--- src/rtl/numero_decoder_if.sv ---
// Handshake and data bundle between a Johnson-code producer and the digit decoder.
// The master side drives the code word, in_valid and out_ack; the slave side
// (the decoder) returns in_ready, the decoded digit, status and the error count.
interface numero_decoder_if #(
    parameter int ERR_W = 8
);
    logic             v;
    logic             w;
    logic             x;
    logic             y;
    logic             z;
    logic             in_valid;
    logic             in_ready;
    logic             out_a;
    logic             out_b;
    logic             out_c;
    logic             out_d;
    logic             out_valid;
    logic             out_ack;
    logic             out_error;
    logic [ERR_W-1:0] err_count;

    modport master (
        output v, w, x, y, z, in_valid, out_ack,
        input  in_ready, out_a, out_b, out_c, out_d, out_valid, out_error, err_count
    );

    modport slave (
        input  v, w, x, y, z, in_valid, out_ack,
        output in_ready, out_a, out_b, out_c, out_d, out_valid, out_error, err_count
    );
endinterface

--- src/rtl/numero_decoder.sv ---
// Johnson-ring code word to decimal digit decoder with a one-entry output buffer.
// Illegal code words decode to 4'b1111 with out_error set and bump a saturating
// error counter. The only combinational path to an output is out_ack -> in_ready.
module numero_decoder #(
    parameter int ERR_W = 8
) (
    input  logic              clk,
    input  logic              reset,
    numero_decoder_if.slave   bus
);

    localparam logic [0:0]       EMPTY   = 1'b0;
    localparam logic [0:0]       FULL    = 1'b1;
    localparam logic [ERR_W-1:0] ERR_ONE = ERR_W'(1);
    localparam logic [ERR_W-1:0] ERR_MAX = '1;

    logic [0:0]       state;
    logic [3:0]       digit_q;
    logic             error_q;
    logic [ERR_W-1:0] err_q;

    logic [4:0]       code;
    logic [3:0]       dec_digit;
    logic             dec_illegal;
    logic             accept;

    assign code = {bus.v, bus.w, bus.x, bus.y, bus.z};

    // Map the ten legal ring positions to digits; everything else is illegal.
    always_comb begin
        dec_digit   = 4'b1111;
        dec_illegal = 1'b1;
        case (code)
            5'b11100: begin dec_digit = 4'd0; dec_illegal = 1'b0; end
            5'b11110: begin dec_digit = 4'd1; dec_illegal = 1'b0; end
            5'b11111: begin dec_digit = 4'd2; dec_illegal = 1'b0; end
            5'b01111: begin dec_digit = 4'd3; dec_illegal = 1'b0; end
            5'b00111: begin dec_digit = 4'd4; dec_illegal = 1'b0; end
            5'b00011: begin dec_digit = 4'd5; dec_illegal = 1'b0; end
            5'b00001: begin dec_digit = 4'd6; dec_illegal = 1'b0; end
            5'b00000: begin dec_digit = 4'd7; dec_illegal = 1'b0; end
            5'b10000: begin dec_digit = 4'd8; dec_illegal = 1'b0; end
            5'b11000: begin dec_digit = 4'd9; dec_illegal = 1'b0; end
            default:  begin dec_digit = 4'b1111; dec_illegal = 1'b1; end
        endcase
    end

    // Ready whenever the buffer is free or is being drained this very cycle.
    assign bus.in_ready = ~reset & ((state == EMPTY) | bus.out_ack);
    assign accept       = bus.in_valid & bus.in_ready;

    // Buffer occupancy: fill on accept, drain on ack without a replacement.
    always_ff @(posedge clk) begin
        if (reset) begin
            state <= EMPTY;
        end else if (accept) begin
            state <= FULL;
        end else if (bus.out_ack) begin
            state <= EMPTY;
        end
    end

    // Capture the decoded digit and its error flag only on accept.
    always_ff @(posedge clk) begin
        if (reset) begin
            digit_q <= 4'd0;
            error_q <= 1'b0;
        end else if (accept) begin
            digit_q <= dec_digit;
            error_q <= dec_illegal;
        end
    end

    // Count accepted illegal words, sticking at the all-ones value.
    always_ff @(posedge clk) begin
        if (reset) begin
            err_q <= '0;
        end else if (accept && dec_illegal && (err_q != ERR_MAX)) begin
            err_q <= err_q + ERR_ONE;
        end
    end

    assign bus.out_a     = digit_q[3];
    assign bus.out_b     = digit_q[2];
    assign bus.out_c     = digit_q[1];
    assign bus.out_d     = digit_q[0];
    assign bus.out_error = error_q;
    assign bus.out_valid = (state == FULL);
    assign bus.err_count = err_q;

endmodule

--- src/flat_wrapper.sv ---
// flat-port wrapper written by rule: the top's interface ports become plain ports
module numero_decoder_flat 
#(
    parameter int ERR_W = 8
)
  (clk, reset, bus_v, bus_w, bus_x, bus_y, bus_z, bus_in_valid, bus_out_ack, bus_in_ready, bus_out_a, bus_out_b, bus_out_c, bus_out_d, bus_out_valid, bus_out_error, bus_err_count);
  numero_decoder_if #(.ERR_W(ERR_W)) bus_i ();
  input  logic clk;
  input  logic reset;
  input wire logic [$bits(bus_i.v)-1:0] bus_v;
  input wire logic [$bits(bus_i.w)-1:0] bus_w;
  input wire logic [$bits(bus_i.x)-1:0] bus_x;
  input wire logic [$bits(bus_i.y)-1:0] bus_y;
  input wire logic [$bits(bus_i.z)-1:0] bus_z;
  input wire logic [$bits(bus_i.in_valid)-1:0] bus_in_valid;
  input wire logic [$bits(bus_i.out_ack)-1:0] bus_out_ack;
  output wire logic [$bits(bus_i.in_ready)-1:0] bus_in_ready;
  output wire logic [$bits(bus_i.out_a)-1:0] bus_out_a;
  output wire logic [$bits(bus_i.out_b)-1:0] bus_out_b;
  output wire logic [$bits(bus_i.out_c)-1:0] bus_out_c;
  output wire logic [$bits(bus_i.out_d)-1:0] bus_out_d;
  output wire logic [$bits(bus_i.out_valid)-1:0] bus_out_valid;
  output wire logic [$bits(bus_i.out_error)-1:0] bus_out_error;
  output wire logic [$bits(bus_i.err_count)-1:0] bus_err_count;
  assign bus_i.v = bus_v;
  assign bus_i.w = bus_w;
  assign bus_i.x = bus_x;
  assign bus_i.y = bus_y;
  assign bus_i.z = bus_z;
  assign bus_i.in_valid = bus_in_valid;
  assign bus_i.out_ack = bus_out_ack;
  assign bus_in_ready = bus_i.in_ready;
  assign bus_out_a = bus_i.out_a;
  assign bus_out_b = bus_i.out_b;
  assign bus_out_c = bus_i.out_c;
  assign bus_out_d = bus_i.out_d;
  assign bus_out_valid = bus_i.out_valid;
  assign bus_out_error = bus_i.out_error;
  assign bus_err_count = bus_i.err_count;
  numero_decoder #(.ERR_W(ERR_W)) u_core (.clk(clk), .reset(reset), .bus(bus_i));
endmodule
--- config.mk ---
export PLATFORM = sky130hd
export DESIGN_NAME = numero_decoder_flat
export DESIGN_NICKNAME = d
export VERILOG_FILES = /design/src/rtl/numero_decoder_if.sv /design/src/rtl/numero_decoder.sv /design/src/flat_wrapper.sv
export SDC_FILE = /design/constraint.sdc
export NUM_CORES = 1
export LEC_CHECK = 0
export ABC_AREA = 1
export CAP_MARGIN = 20
export CORE_MARGIN = 2
export CORE_UTILIZATION = 35
export CTS_CLUSTER_DIAMETER = 150
export DETAILED_ROUTE_END_ITERATION = 6
export MAX_ROUTING_LAYER = met4
export SETUP_SLACK_MARGIN = 0.4
export SLEW_MARGIN = 20
export SYNTH_ARGS = -nofsm -noshare
export SYNTH_HDL_FRONTEND = slang
export SYNTH_SLANG_ARGS = --single-unit
export TNS_END_PERCENT = 10
--- constraint.sdc ---
create_clock -name clk -period 2.65 [get_ports clk]
set_input_delay 0.53 -clock clk [delete_from_list [all_inputs] [get_ports clk]]
set_output_delay 0.53 -clock clk [all_outputs]
set_load 0.01 [all_outputs]
---- After elaboration in Yosys (flattened, before gate mapping) ----
Memories as Yosys holds them, arrays and structs flattened.
Cells that the tools add are included.
storage, ports and cells
  output and inout bits ................... 15
  logic and storage cells ................. 17
  memories ................................ 1
  flip-flop bits (word level) ............. 14
  bits in read-only memories .............. 160
  input port bits ......................... 9
memories
  memory           words  bits a word  read ports  clocked after Yosys merged registers in  wr ports  line                  source
  (no name shown)  32     5            1           0                                        0         numero_decoder.sv:33  case (code)
operators by class
  equality and inequality tests ........... 1
  muxes and demuxes ....................... 2
  reduce and logical (&&, ||, !) cells .... 3
  bitwise operators ....................... 5
  $add $sub $neg .......................... 1
operator list
  operator                                                        count
  8-bit by 1-bit adder with 8-bit output (second input constant)  1
  8-bit inequality test (second input constant)                   1
  1-bit bitwise AND                                               2
  1-bit logical AND                                               2
  1-bit two-way mux                                               2
  1-bit inverter                                                  2
  2-bit nonzero test                                              1
  1-bit bitwise OR                                                1

---- Depth between registers and ports, before layout ----
  depth after elaboration ................. 6
  depth in mapped cells ................... 12
  depth with buffers taken out ............ 11

---- Least setup slack after synthesis ----
OpenSTA, ideal clock, no wires.
  kind .................................... input to register
  from .................................... input port bus_y
  to ...................................... register u_core.err_q[4] (netlist: u_core.bus.err_count[4])
  buffers on the path ..................... 1
  slack ................................... 1.120 ns
  cell stages on the path ................. 12
  arrival time ............................ 1.416 ns
  required time ........................... 2.536 ns
  library setup time ...................... 0.114 ns
  path through ............................ inv_1 -> ha_1 -> nand3_2 -> nand2_1 -> inv_2 -> nand2_2 -> nand2_4 -> buf_8 -> nand3_2 -> nand2_1 -> nand2_1 -> nor2_2
on the way
  word-level cells in the longest chain between the ends .. 3
ends and longest elaborated chain
  item                            line                  source
  start: declaration              flat_wrapper.sv:13    input wire logic [$bits(bus_i.y)-1:0] bus_y;
  memory 32 x 5 bit               n/a
  1-bit logical AND (2 in a row)  numero_decoder.sv:78  end else if (accept && dec_illegal && (err_q != ERR_MAX)) begin
  end signal: assignment          numero_decoder.sv:79  err_q <= err_q + ERR_ONE;
  end: declaration                numero_decoder.sv:20  logic [ERR_W-1:0] err_q;
Every way passes these cells.
A chain may end at the register's enable or synchronous reset.

---- Worst setup path after layout ----
  from .................................... input port bus_y
  to ...................................... register u_core.err_q[2] (netlist: u_core.bus.err_count[2])
The elaborated chain is that of the path after synthesis.

==> results_dict.tcl <==
set metrics [dict create \
    ctsHoldBuffers 0 \
    synthAdderAreaFrac_pct 7.81 \
    cp.arrival_ns 2.14 \
    worstSkewPairLatency_ns 0.28 \
    setup_viol 0 \
    total_power_uw 455 \
    finalCritPeriodShare_pct 73.9 \
    start_util_pct 37.8 \
    synth_ff_type "dfxtp_1" \
    leakage_nw 0.571 \
    hold_viol 0 \
    status "finished clean" \
    yosysTopAreaCellShare_pct 29.2 \
    syn_area_per_cell_um2 6.58 \
    design_area_um2 1230 \
    cp-end-kind "flip-flop" \
    fillers 259 \
    grt_pass1_vias 853 \
    yosys_register_bits 14 \
    drv_cap 0 \
    cts_buffers 3 \
    pwr-share-comb_pct 23.4 \
    synthCells 146 \
    p_int_uw 323 \
    r2r_slack_ns 1.25 \
    setup_ws_ns 0.693 \
    seqPwrFrac_pct 49.9 \
    grt_pass1_wl_um 3410 \
    cts_root_buffer "clkbuf_4" \
    cts_tree "yes" \
    gr-total-overflow 0 \
    synth_nets 161 \
    fin_util_pct 48.5 \
    routed_wl_um 1950 \
    drt_iter0_drc 13 \
    drt-vias-per-instance 4.71 \
    placementRows 18 \
    post_cts_buffers 0 \
    setup_tns_ns 0 \
    wl_per_cell_um 9.71 \
    netSwitchingPower_uw 132 \
    path_class "input port to flip-flop" \
    synth_cell_types 24 \
    slew_headroom_pct 80.6 \
    p_clk_share_pct 26.7 \
    port_buffers 23 \
    die_width_um 56.4 \
    start_kind "input port" \
    hold_path.class "flip-flop to flip-flop" \
    cp_data_required_time_ns 2.84 \
    synth_compound_area_share_pct 7.03 \
    vias 946 \
    grt.total_usage_pct 13.5 \
    critPathMaxFanout 11 \
    fmax_ghz 0.511 \
    dpl.hpwl_um 1560 \
    first_pass_iters 4 \
    final_max_slew_viol_count 0 \
    drc_errors 0 \
    rsz0062_at_grt "no" \
    grt_max_degree 17 \
    synth-edff-count 0 \
    worst_pin_slew_ns 0.289 \
    synth_seq_area_share_pct 29.2 \
    fin_skew_ns 0.00753 \
    yosysWarnings 0 \
    yosysMostFrequentCell "nand2_1" \
    ant_nets 0 \
    max-vdd-ir-drop_uv 199 \
    synth.area.mux_share_pct 0 \
    clockBufferDepth 2 \
    synth_xor_area_share_pct 0 \
    yosys-top-cells-count "nand2_1 (37), nor2_1 (22), inv_1 (20), dfxtp_1 (14), nand3_1 (8)" \
    post-route-min-period_ns 1.96 \
    synth_simple_gate_area_share_pct 43.2 \
    antenna_found_initial 0 \
    power_density_nw_per_um2 368 \
    cts.clk_slew.worst_paths_ns 0.09 \
    h-tree-depth 1 \
    yosys.area.top_type "dfxtp_1" \
    dp_slack_ns 0.386 \
    num_io_pins 24 \
    area_delta_synth_final_pct 28.5 \
    placed_cell_area_um2 1210 \
    final_layout_size_suffix_gt1_share_pct 13.5 \
    synth_top_family_by_area "simple AND/OR/NAND/NOR gates" \
    die_area_um2 3180 \
    coreArea_um2 2540 \
    die_y_um 56.4 \
    routabilityCongestion 0.794 \
    final_nets 188 \
    synth_area_um2 961 \
    diodes 0 \
    cts.sinks 14 \
    sw_frac_of_total_pct 29.1 \
    synthArstFlopShare_pct 0 \
    synth_area_leaders "dfxtp_1 (29%), nand2_1 (14%), nor2_1 (8.6%), ha_1 (7.8%), inv_1 (7.8%)" \
]
[cells in the final DEF, fill, tap and decap left out]
cell             count
o31ai_1              1
o21ai_1              2
dlymetal6s2s_1       1
a31oi_1              2
nor2_2               5
clkdlybuf4s50_1     22
inv_2                3
nor2_1              22
inv_1               20
ha_1                 6
clkinv_1             1
inv_4                1
buf_4                1
nand2_4              1
nand3_2              5
a22oi_1              1
nand2_1             37
o21ai_0              3
dfxtp_1             14
nor3_2               1
nand2_2              3
nand3b_1             1
clkbuf_4             3
a21oi_1              3
nand4_1              4
nand3_1              8
[through the flow]
step | hold slack (ns) | std cells
after floorplan | 0.483 | 146
after global placement | 0.454 | 198
after detailed placement | 0.464 | 198
after CTS | 0.478 | 201
after global routing | 0.499 | 201
final | 0.472 | 201
[area by class of cell]
| type | count | area (um^2) | share of cell area [%] |
|---|---|---|---|
| Multi-Input combinational cell | 105 | 558 | 45.2 |
| Sequential cell | 14 | 280 | 22.7 |
| Timing Repair Buffer | 24 | 240 | 19.5 |
| Inverter | 25 | 96.3 | 7.80 |
| Tap cell | 30 | 37.5 | 3.04 |
| Clock buffer | 3 | 22.5 | 1.82 |
[worst paths after layout]
path | from | endpoint | depth (start not counted)
hold / removal | u_core.bus.out_error$_SDFFE_PP0P_ | u_core.bus.out_error$_SDFFE_PP0P_ | 2
setup / recovery | bus_y | u_core.bus.err_count[2]$_SDFFE_PP0P_ | 11
hold reg to reg | u_core.bus.out_error$_SDFFE_PP0P_ | u_core.bus.out_error$_SDFFE_PP0P_ | 2
setup reg to reg | u_core.bus.err_count[1]$_SDFFE_PP0P_ | u_core.bus.err_count[3]$_SDFFE_PP0P_ | 8
[critical path, cell delays in order]
cell and delay, ns:
clkdlybuf4s50_1 0.56, inv_1 0.14, ha_1 0.23, nand3_2 0.08, nand2_1 0.06, inv_2 0.06
nand2_2 0.06, nand2_4 0.13, nand3_2 0.14, nor2_1 0.12, nor2_1 0.05
[logic make-up (layout without fill, tap and decap cells)]
| family | after synthesis | after routing |
|---|---|---|
| AOI/OAI and AO/OA | 12 | 12 |
| adders and majority gates | 6 | 6 |
| buffers and inverters | 27 | 52 |
| and+or+nand+nor | 87 | 87 |
| DFF | 14 | 14 |
[registers in the layout, summed over array words and instances (netlist names)]
register              cells
u_core.bus.out_error      1
u_core.bus.err_count      8
u_core.bus.out_valid      1
u_core.digit_q            4
[power by group through the flow]
| stage | clock network [mW] | logic (mW) | registers (mW) |
|---|---|---|---|
| global route | 0.136 | 0.118 | 0.228 |
| finish | 0.122 | 0.106 | 0.227 |
| CTS | 0.125 | 0.108 | 0.227 |
| detailed placement | 0 | 0.108 | 0.232 |
| floorplan | 0 | 0.0584 | 0.236 |
| global placement | 0 | 0.107 | 0.232 |
[what timing repair did]
item,in CTS,in global routing
gates resized for setup,0,1
endpoints found under the hold margin,0,0
setup endpoints to repair,0,1
[routing by layer]
layer	GRT usage [%]	share of wire, %
met1	15.4	47
met2	23.9	49
met3	0.691	2.2
met4	7.14	1.8
met5	-	0
Note: power is estimated with default switching activity, not from simulation.
